--- src/rtl/fibgy_pkg.sv ---
// Shared types and constants for the fiber-gyro UART responder.
package fibgy_pkg;

  typedef enum logic [2:0] {
    IDLE,
    RGUARD,
    DECODE,
    LOAD,
    WRITE,
    WGUARD
  } state_t;

  localparam int         FRAME_LEN   = 8;
  localparam int         GUARD_DEF   = 2;
  localparam logic [7:0] CMD_REQ_DEF = 8'hA5;
  localparam logic [7:0] HDR0_DEF    = 8'hEB;
  localparam logic [7:0] HDR1_DEF    = 8'h90;

  // Running mod-256 checksum step.
  function automatic logic [7:0] chk8(input logic [7:0] sum, input logic [7:0] data);
    return sum + data;
  endfunction

endpackage

--- src/rtl/fibgy_frame_mux.sv ---
// Selects the telemetry frame byte for a given index from the snapshot and checksum.
module fibgy_frame_mux
  import fibgy_pkg::*;
#(
  parameter logic [7:0] HDR0 = HDR0_DEF,
  parameter logic [7:0] HDR1 = HDR1_DEF
) (
  input  logic [2:0]  idx,
  input  logic [31:0] angle,
  input  logic [7:0]  status,
  input  logic [7:0]  chk,
  output logic [7:0]  data
);

  always_comb begin
    data = 8'h00;
    case (idx)
      3'd0: data = HDR0;
      3'd1: data = HDR1;
      3'd2: data = angle[31:24];
      3'd3: data = angle[23:16];
      3'd4: data = angle[15:8];
      3'd5: data = angle[7:0];
      3'd6: data = status;
      3'd7: data = chk;
      default: data = 8'h00;
    endcase
  end

endmodule

--- src/rtl/fibgy_responder.sv ---
// Gyro emulator: reads request bytes from a CoreUART and answers each valid
// request with an 8-byte ANGLE/STATUS telemetry frame.
module fibgy_responder
  import fibgy_pkg::*;
#(
  parameter logic [7:0] CMD_REQ = CMD_REQ_DEF,
  parameter logic [7:0] HDR0    = HDR0_DEF,
  parameter logic [7:0] HDR1    = HDR1_DEF,
  parameter int         GUARD   = GUARD_DEF
) (
  input  logic        CLK,
  input  logic        RESET,
  input  logic        ENABLE,
  input  logic [7:0]  RX_DATA,
  input  logic        RXRDY,
  output logic        OEN,
  output logic [7:0]  TX_DATA,
  input  logic        TXRDY,
  output logic        WEN,
  input  logic [31:0] ANGLE,
  input  logic [7:0]  STATUS,
  output logic        BUSY,
  output logic        FRAME_DONE,
  output logic [7:0]  ERR_CNT,
  output state_t      STATE_DBG
);

  // UART handshake: RXRDY/TXRDY are levels. A read is one cycle of OEN=0
  // (RX_DATA latched on the edge that raises it), a write is one cycle of
  // WEN=0 with TX_DATA stable; after either strobe the matching ready level
  // is ignored for GUARD cycles while the UART updates it.
  localparam logic [3:0] GUARD_M1 = 4'(GUARD - 1);
  localparam logic [3:0] GUARD_W  = 4'(GUARD);

  state_t      state, state_d;
  logic [3:0]  guard_cnt, drop_cnt;
  logic [2:0]  idx;
  logic [7:0]  rx_byte, status_q, chk_acc, frame_byte;
  logic [31:0] angle_q;
  logic        guard_done, drop_ok;
  logic        read_req, drop_req, accept, bad_cmd, load_fire, write_fire;

  assign STATE_DBG  = state;
  assign guard_done = (guard_cnt == 4'd0);
  assign drop_ok    = BUSY && RXRDY && (drop_cnt == 4'd0);

  fibgy_frame_mux #(.HDR0(HDR0), .HDR1(HDR1)) u_mux (
    .idx    (idx),
    .angle  (angle_q),
    .status (status_q),
    .chk    (chk_acc),
    .data   (frame_byte)
  );

  always_comb begin
    state_d    = state;
    read_req   = 1'b0;
    drop_req   = 1'b0;
    accept     = 1'b0;
    bad_cmd    = 1'b0;
    load_fire  = 1'b0;
    write_fire = 1'b0;
    case (state)
      IDLE: begin
        if (RXRDY && (drop_cnt == 4'd0)) begin
          read_req = 1'b1;
          state_d  = RGUARD;
        end
      end
      RGUARD: if (guard_done) state_d = DECODE;
      DECODE: begin
        if (!ENABLE) begin
          state_d = IDLE;
        end else if (rx_byte == CMD_REQ) begin
          accept  = 1'b1;
          state_d = LOAD;
        end else begin
          bad_cmd = 1'b1;
          state_d = IDLE;
        end
      end
      LOAD: begin
        // A pending write wins; a waiting read is serviced in a later slot.
        if (TXRDY) begin
          load_fire = 1'b1;
          state_d   = WRITE;
        end else if (drop_ok) begin
          drop_req = 1'b1;
        end
      end
      WRITE: begin
        write_fire = 1'b1;
        state_d    = WGUARD;
      end
      WGUARD: begin
        if (guard_done) begin
          drop_req = drop_ok;
          state_d  = (idx == 3'd7) ? IDLE : LOAD;
        end
      end
      default: state_d = IDLE;
    endcase
  end

  always_ff @(posedge CLK) begin
    if (RESET) begin
      state      <= IDLE;
      guard_cnt  <= 4'd0;
      drop_cnt   <= 4'd0;
      idx        <= 3'd0;
      rx_byte    <= 8'h00;
      angle_q    <= 32'h0;
      status_q   <= 8'h00;
      chk_acc    <= 8'h00;
      OEN        <= 1'b1;
      WEN        <= 1'b1;
      TX_DATA    <= 8'h00;
      BUSY       <= 1'b0;
      FRAME_DONE <= 1'b0;
      ERR_CNT    <= 8'h00;
    end else begin
      state      <= state_d;
      OEN        <= !(read_req || drop_req);
      WEN        <= !write_fire;
      FRAME_DONE <= write_fire && (idx == 3'd7);

      if (read_req) rx_byte <= RX_DATA;

      if (read_req || write_fire) guard_cnt <= GUARD_M1;
      else if (!guard_done)       guard_cnt <= guard_cnt - 4'd1;

      if (drop_req)               drop_cnt <= GUARD_W;
      else if (drop_cnt != 4'd0)  drop_cnt <= drop_cnt - 4'd1;

      if ((bad_cmd || drop_req) && (ERR_CNT != 8'hFF)) ERR_CNT <= ERR_CNT + 8'd1;

      if (accept) begin
        angle_q  <= ANGLE;
        status_q <= STATUS;
        chk_acc  <= 8'h00;
        idx      <= 3'd0;
        BUSY     <= 1'b1;
      end

      // Checksum covers the payload bytes 2..6 as they are loaded.
      if (load_fire) begin
        TX_DATA <= frame_byte;
        if ((idx >= 3'd2) && (idx <= 3'd6)) chk_acc <= chk8(chk_acc, frame_byte);
      end

      if ((state == WGUARD) && guard_done) begin
        if (idx == 3'd7) BUSY <= 1'b0;
        else             idx  <= idx + 3'd1;
      end
    end
  end

endmodule

--- config.mk ---
export PLATFORM = sky130hd
export DESIGN_NAME = fibgy_responder
export DESIGN_NICKNAME = d
export VERILOG_FILES = /design/src/rtl/fibgy_pkg.sv /design/src/rtl/fibgy_frame_mux.sv /design/src/rtl/fibgy_responder.sv
export SDC_FILE = /design/constraint.sdc
export NUM_CORES = 1
export LEC_CHECK = 0
export BUFFER_PORTS_ARGS = -buffer_cell sky130_fd_sc_hd__buf_4
export CORE_MARGIN = 2
export CORE_UTILIZATION = 45
export DETAILED_ROUTE_END_ITERATION = 12
export PLACE_DENSITY = 0.74
export SLEW_MARGIN = 15
export SYNTH_ARGS = -nofsm -noshare
export SYNTH_HDL_FRONTEND = slang
export SYNTH_SLANG_ARGS = --single-unit
--- constraint.sdc ---
create_clock -name CLK -period 8.9 [get_ports CLK]
set_input_delay 1.78 -clock CLK [delete_from_list [all_inputs] [get_ports CLK]]
set_output_delay 1.78 -clock CLK [all_outputs]
set_load 0.005 [all_outputs]
==> impl_metrics.tcl, run 1 <==
set metrics [dict create \
    status "complete, no violations" \
    cts.sinks 90 \
    final_core_util_pct 53.9 \
    r2r_start "idx[2]" \
    final_common_cell "nand2_1" \
    routed_via_density 5.62 \
    cts_max_level 3 \
    min_period_over_period_pct 40.6 \
    rows 35 \
    hold_path_class "reg -> reg" \
    slew_headroom_pct 41.2 \
    placed_area_um2 4770 \
    initial_core_util_pct 45.8 \
    cts_buffer_depth 2 \
    avgSynthCellArea_um2 8.05 \
    cts_resized 0 \
    die_area_um2 10100 \
    cp_top_family "simple AND/OR/NAND/NOR gates" \
    place.port_buffers 75 \
    drive_gt1_share_pct 16.2 \
    crit_chain "buf_4 -> and4b_1 -> o211a_1 -> or4b_1 -> mux2i_1 -> mux2_1" \
    ant_nets 0 \
    rrSetupSlack_ns 5.35 \
    cp.required_ns 9.15 \
    synth_area_um2 4190 \
    dpl.hpwl_mm 7.06 \
    die_h_um 101 \
    overflow 0 \
    antenna_cells 0 \
    drt_first_pass_iters 5 \
    mostFrequentLayoutCells "nand2_1, dfxtp_1, buf_4, a21oi_1, nor2_1" \
    clk_latency_ns 0.36 \
    dp.cells 675 \
    startpoint "TXRDY" \
    worstSetupEndpointType "flop" \
    cp_max_fo 15 \
    slowest_stage "and4b_1" \
    grt_pass1_vias 3530 \
    grt_pass1_wl_mm 16.5 \
    routedWlPerCell_um 14.3 \
    crit_type "in -> reg" \
    synth.distinct_cells 56 \
    period_minus_slack_ns 3.61 \
    path_depth 6 \
    grt_max_degree 90 \
    drtIter0Drc 258 \
    fin_ws_ns 5.29 \
    drc 0 \
    worst_slew_pin_slew_ns 0.881 \
    synth_edf_count 0 \
    grt_usage_pct 20.4 \
    power_density_nw_per_um2 165 \
    wirelength_mm 9.85 \
    final_cells 691 \
    areaGrowthSynthToFinish_pct 17.7 \
    start_kind "primary input" \
    setup_viol 0 \
    ys_seq_area_share_pct 43.0 \
    drv_cap 0 \
    core_area_um2 9150 \
    rsz0062_at_grt "false" \
    finClkSkew_ns 0.00711 \
    finalMaxSlewViolations 0 \
    syn-num-nets 591 \
    setup-tns-final_ns 0 \
    endpoint "chk_acc[7]" \
    hold_violations 0 \
    worst-path-buf-inv 1 \
    clkTransAtPathRegs_ns 0.08 \
    dr_total_vias 3881 \
    reg2reg_depth 10 \
    synth-seq-cells 90 \
    yosys_most_used_dff "dfxtp_1" \
    design_area_um2 4930 \
    num-nets-final 645 \
    ys_warn_count 0 \
    ctsHoldBuffers 0 \
    antenna_found_initial 0 \
    postCtsSetupBuffers 0 \
    boundaryPins 76 \
    hold-path-cell-count 2 \
    fill_cells 864 \
    fmax_mhz 277 \
    root_buffer "clkbuf_8" \
    power_leakage_uw 0.00182 \
    place_ws_ns 4.94 \
    synthCells 521 \
    synthArstFlopShare_pct 0 \
    cpPeakStageDelay_ns 0.58 \
    worst_ir_drop_vdd_mv 0.0752 \
    r2r-end "chk_acc[7]" \
    cts_tree "built" \
    gp_congestion 0.993 \
    die_x_um 101 \
    arrival_ns 3.86 \
    cts_buffers 9 \
]
[stage by stage]
stage | power [uW] | hold slack, ns
after floorplan | 533 | 0.432
after global placement | 573 | 0.442
after detailed placement | 579 | 0.445
after CTS | 820 | 0.456
after global routing | 857 | 0.478
final | 814 | 0.456
[metal layers]
metal | wire (um) | global-route usage (%) | up-vias
met2 | 4660 | 32.0 | 112
met4 | 95 | 6.11 | 0
met1 | 4530 | 28.4 | 1814
met3 | 571 | 4.23 | 8
met5 | 0 | 0 | -
li1 | - | - | 1947
[registers in the layout, indices dropped and copies added, names as in the netlist]
name        flops
BUSY            1
ERR_CNT         8
FRAME_DONE      1
OEN             1
STATE_DBG       3
TX_DATA         8
WEN             1
angle_q        32
chk_acc         8
drop_cnt        4
guard_cnt       4
idx             3
rx_byte         8
status_q        8
[kinds of logic (layout without fill, tap and decap cells)]
group	count (synthesis)	in the layout	share of synthesized area, %
XOR/XNOR	4	4	0.836
adder cells (fa/ha/maj)	17	17	5.25
AND/OR/NAND/NOR	224	224	25.4
buffers and inverters	46	105	4.48
AO/OA/AOI/OAI	134	134	19.6
flip-flops	90	90	43.0
multiplexers	6	6	1.49
[where the power goes]
part | internal (uW) | total (uW) | switching [uW] | leakage [uW]
clock network | 101 | 243 | 143 | 0.0000831
registers | 420 | 441 | 20.5 | 0.000727
logic | 60.2 | 130 | 69.3 | 0.00101
[layout make-up]
cell class | count | area, um2 | area share (%)
inverter | 12 | 45.0 | 0.913
tap | 111 | 139 | 2.81
timing repair buffer | 77 | 578 | 11.7
clock buffer | 11 | 131 | 2.66
clock inverter | 5 | 31.3 | 0.634
sequential | 90 | 1800 | 36.5
multi-input combinational | 385 | 2210 | 44.8
[worst min-delay path by stage]
| stage | start | endpoint | slack, ns |
|---|---|---|---|
| after floorplan | status_q[7] | status_q[7] | 0.43 |
| after global placement | rx_byte[1] | rx_byte[1] | 0.44 |
| after detailed placement | status_q[7] | status_q[7] | 0.44 |
| after CTS | status_q[7] | status_q[7] | 0.46 |
| after global routing | angle_q[4] | angle_q[4] | 0.48 |
| final | status_q[7] | status_q[7] | 0.46 |
[worst min-delay path, delay by kind of cell (launching register included)]
family,cells,cell delay (ns)
compound gates,1,0.05
flops,1,0.31
simple gates,1,0.05
[cells in the mapped netlist (all sizes together) (6+ instances only)]
library cell	n	area share (%)
a22oi	10	1.8
nand3	20	2.4
o31ai	8	1.4
nor3	16	2.0
clkbuf	28	2.5
buf	6	0.90
a222oi	8	1.9
ha	16	4.8
nor2	36	3.2
or3	7	1.0
o21ai	10	1.2
nand2	105	9.4
a21oi	75	9.0
dfxtp	90	43
inv	12	1.1
Power figures use the tool's default switching activity.
==> run 2: changes to the inputs <==
- clock period: 8.9 -> 3.35 ns (I/O delays scaled with it)
==> run 2 against run 1 <==
Register-to-register slack got worse by 5.1 ns. Cell count up 0.72%. Global-route usage up 0.68 points. Via count is 0.70% lower. Sequential share of layout area is 0.67 points lower. Die area is the same. Routed wire length is 2.1% higher. Sequential power grew to 2.7 times the previous value. Core utilization rose by 1.1 points. Final area is 2.0% higher.
==> impl_metrics.tcl, run 2 (same netlist as run 1, synthesis figures left out) <==
set metrics [dict create \
    initial_core_util_pct 45.8 \
    final_common_cell "nand2_1" \
    cts_buffers 9 \
    hold_path_class "reg -> reg" \
    clkTransAtPathRegs_ns 0.09 \
    root_buffer "clkbuf_8" \
    ant_nets 0 \
    switchingPower_uw 627 \
    die_x_um 101 \
    die_area_um2 10100 \
    final_cells 696 \
    place.port_buffers 75 \
    grt_usage_pct 21.1 \
    drt_first_pass_iters 6 \
    cts_max_level 3 \
    clk_latency_ns 0.36 \
    start_kind "flop" \
    boundaryPins 76 \
    largest_register_ffs 32 \
    mostFrequentLayoutCells "nand2_1, dfxtp_1, buf_4, a21oi_1, nor2_1" \
    drv_cap 0 \
    die_h_um 101 \
    grt_pass1_wl_mm 17.2 \
    antenna_cells 0 \
    rsz0062_at_grt "false" \
    power_density_nw_per_um2 456 \
    cp.required_ns 3.61 \
    finClkSkew_ns 0.0101 \
    period_minus_slack_ns 3.11 \
    drive_gt1_share_pct 17.6 \
    arrival_ns 3.37 \
    fmax_mhz 322 \
    crit_type "reg -> reg" \
    drc 0 \
    dpl.hpwl_mm 7.43 \
    worst_slew_pin_slew_ns 0.890 \
    antenna_found_initial 0 \
    dp.cells 680 \
    grt_pass1_vias 3639 \
    cts.sinks 90 \
    gp_congestion 0.910 \
    min_period_over_period_pct 92.8 \
    routed_via_density 5.54 \
    finalMaxSlewViolations 0 \
    pwr-share-clk_pct 34.1 \
    slew_headroom_pct 40.6 \
    wirelength_mm 10.1 \
    worst_ir_drop_vdd_mv 0.209 \
    fill_cells 882 \
    combPwrFrac_pct 14.9 \
    cp_max_fo 12 \
    p_int_uw 1670 \
    worstSetupEndpointType "flop" \
    num-nets-final 650 \
    setup_viol 0 \
    core_area_um2 9150 \
    ctsHoldBuffers 0 \
    areaGrowthSynthToFinish_pct 20.0 \
    setup-tns-final_ns 0 \
    switching_share_pct 27.4 \
    rrSetupSlack_ns 0.24 \
    overflow 0 \
    rows 35 \
    pwr-share-seq_pct 51.0 \
    drtIter0Drc 208 \
    grt_max_degree 90 \
    power_leakage_uw 0.00187 \
    cts_buffer_depth 2 \
    dr_total_vias 3854 \
    status "complete, no violations" \
    regMostFlops "angle_q" \
    routedWlPerCell_um 14.5 \
    cts_tree "built" \
    hold_violations 0 \
]
## run 2: cell types whose count changed in the layout (fill, tap and decap cells not counted), sizes merged
cell and delta:
inv +1, clkinv -4, buf +5, bufinv +1
clkinvlp +2
## run 2: stage by stage
stage          power [uW]  setup WS (ns)  util (%)  hold WS [ns]  instance area [um2]
6_report             2290          0.240      55.0         0.458                 5030
5_1_grt              2420         0.0277      55.0         0.481                 5030
4_1_cts              2310          0.106      54.9         0.462                 5020
3_5_place_dp         1540          0.129      52.5         0.448                 4810
3_3_place_gp         1520          0.224      52.5         0.442                 4810
2_1_floorplan        1420          0.147         -         0.432                 4190
## run 2: worst paths after layout
check | from | to | cells past startpoint
max | idx[1] | chk_acc[7] | 10
max reg2reg | idx[1] | chk_acc[7] | 10
min reg2reg | angle_q[4] | angle_q[4] | 2
min | angle_q[4] | angle_q[4] | 2
## run 2: power groups by stage
stage	Sequential [uW]	Clock [uW]	Combinational [uW]
detailed placement	1190	0	342
floorplan	1170	0	247
global route	1180	847	398
global placement	1190	0	332
finish	1170	782	342
CTS	1170	797	344
## run 2: critical path, stage by stage (launching register included)
cell and delay (ns):
dfxtp_2 0.37, ha_1 0.21, ha_1 0.33, a222oi_1 0.41, nand3_1 0.20, ha_1 0.32
a21oi_1 0.18, o22ai_1 0.17, o41ai_2 0.25, mux2i_1 0.23, mux2_1 0.33
## run 2: cell type report
cell class              instances  area, um2  share of cell area [%]
clock buffers                  11        151                    3.01
clock inverters                 5       61.3                    1.22
inverters                      12       45.0                   0.895
multi-input cells             385       2220                    44.0
flip-flops and latches         90       1800                    35.8
well taps                     111        139                    2.76
repair buffers                 82        616                    12.2
## run 2: timing repair
action / in CTS / in global routing
endpoints found under the setup margin: 0 / 2
gates resized for setup: 0 / 2
buffers inserted: 0 / 0
## run 2: metal layers
layer / up-vias / global-route usage (%) / share of wire, %
met4: 0 / 6.53 / 1.4
met1: 1793 / 30.1 / 48
met3: 15 / 3.26 / 3.8
li1: 1963 / - / -
met5: - / 0 / 0
met2: 83 / 32.9 / 47
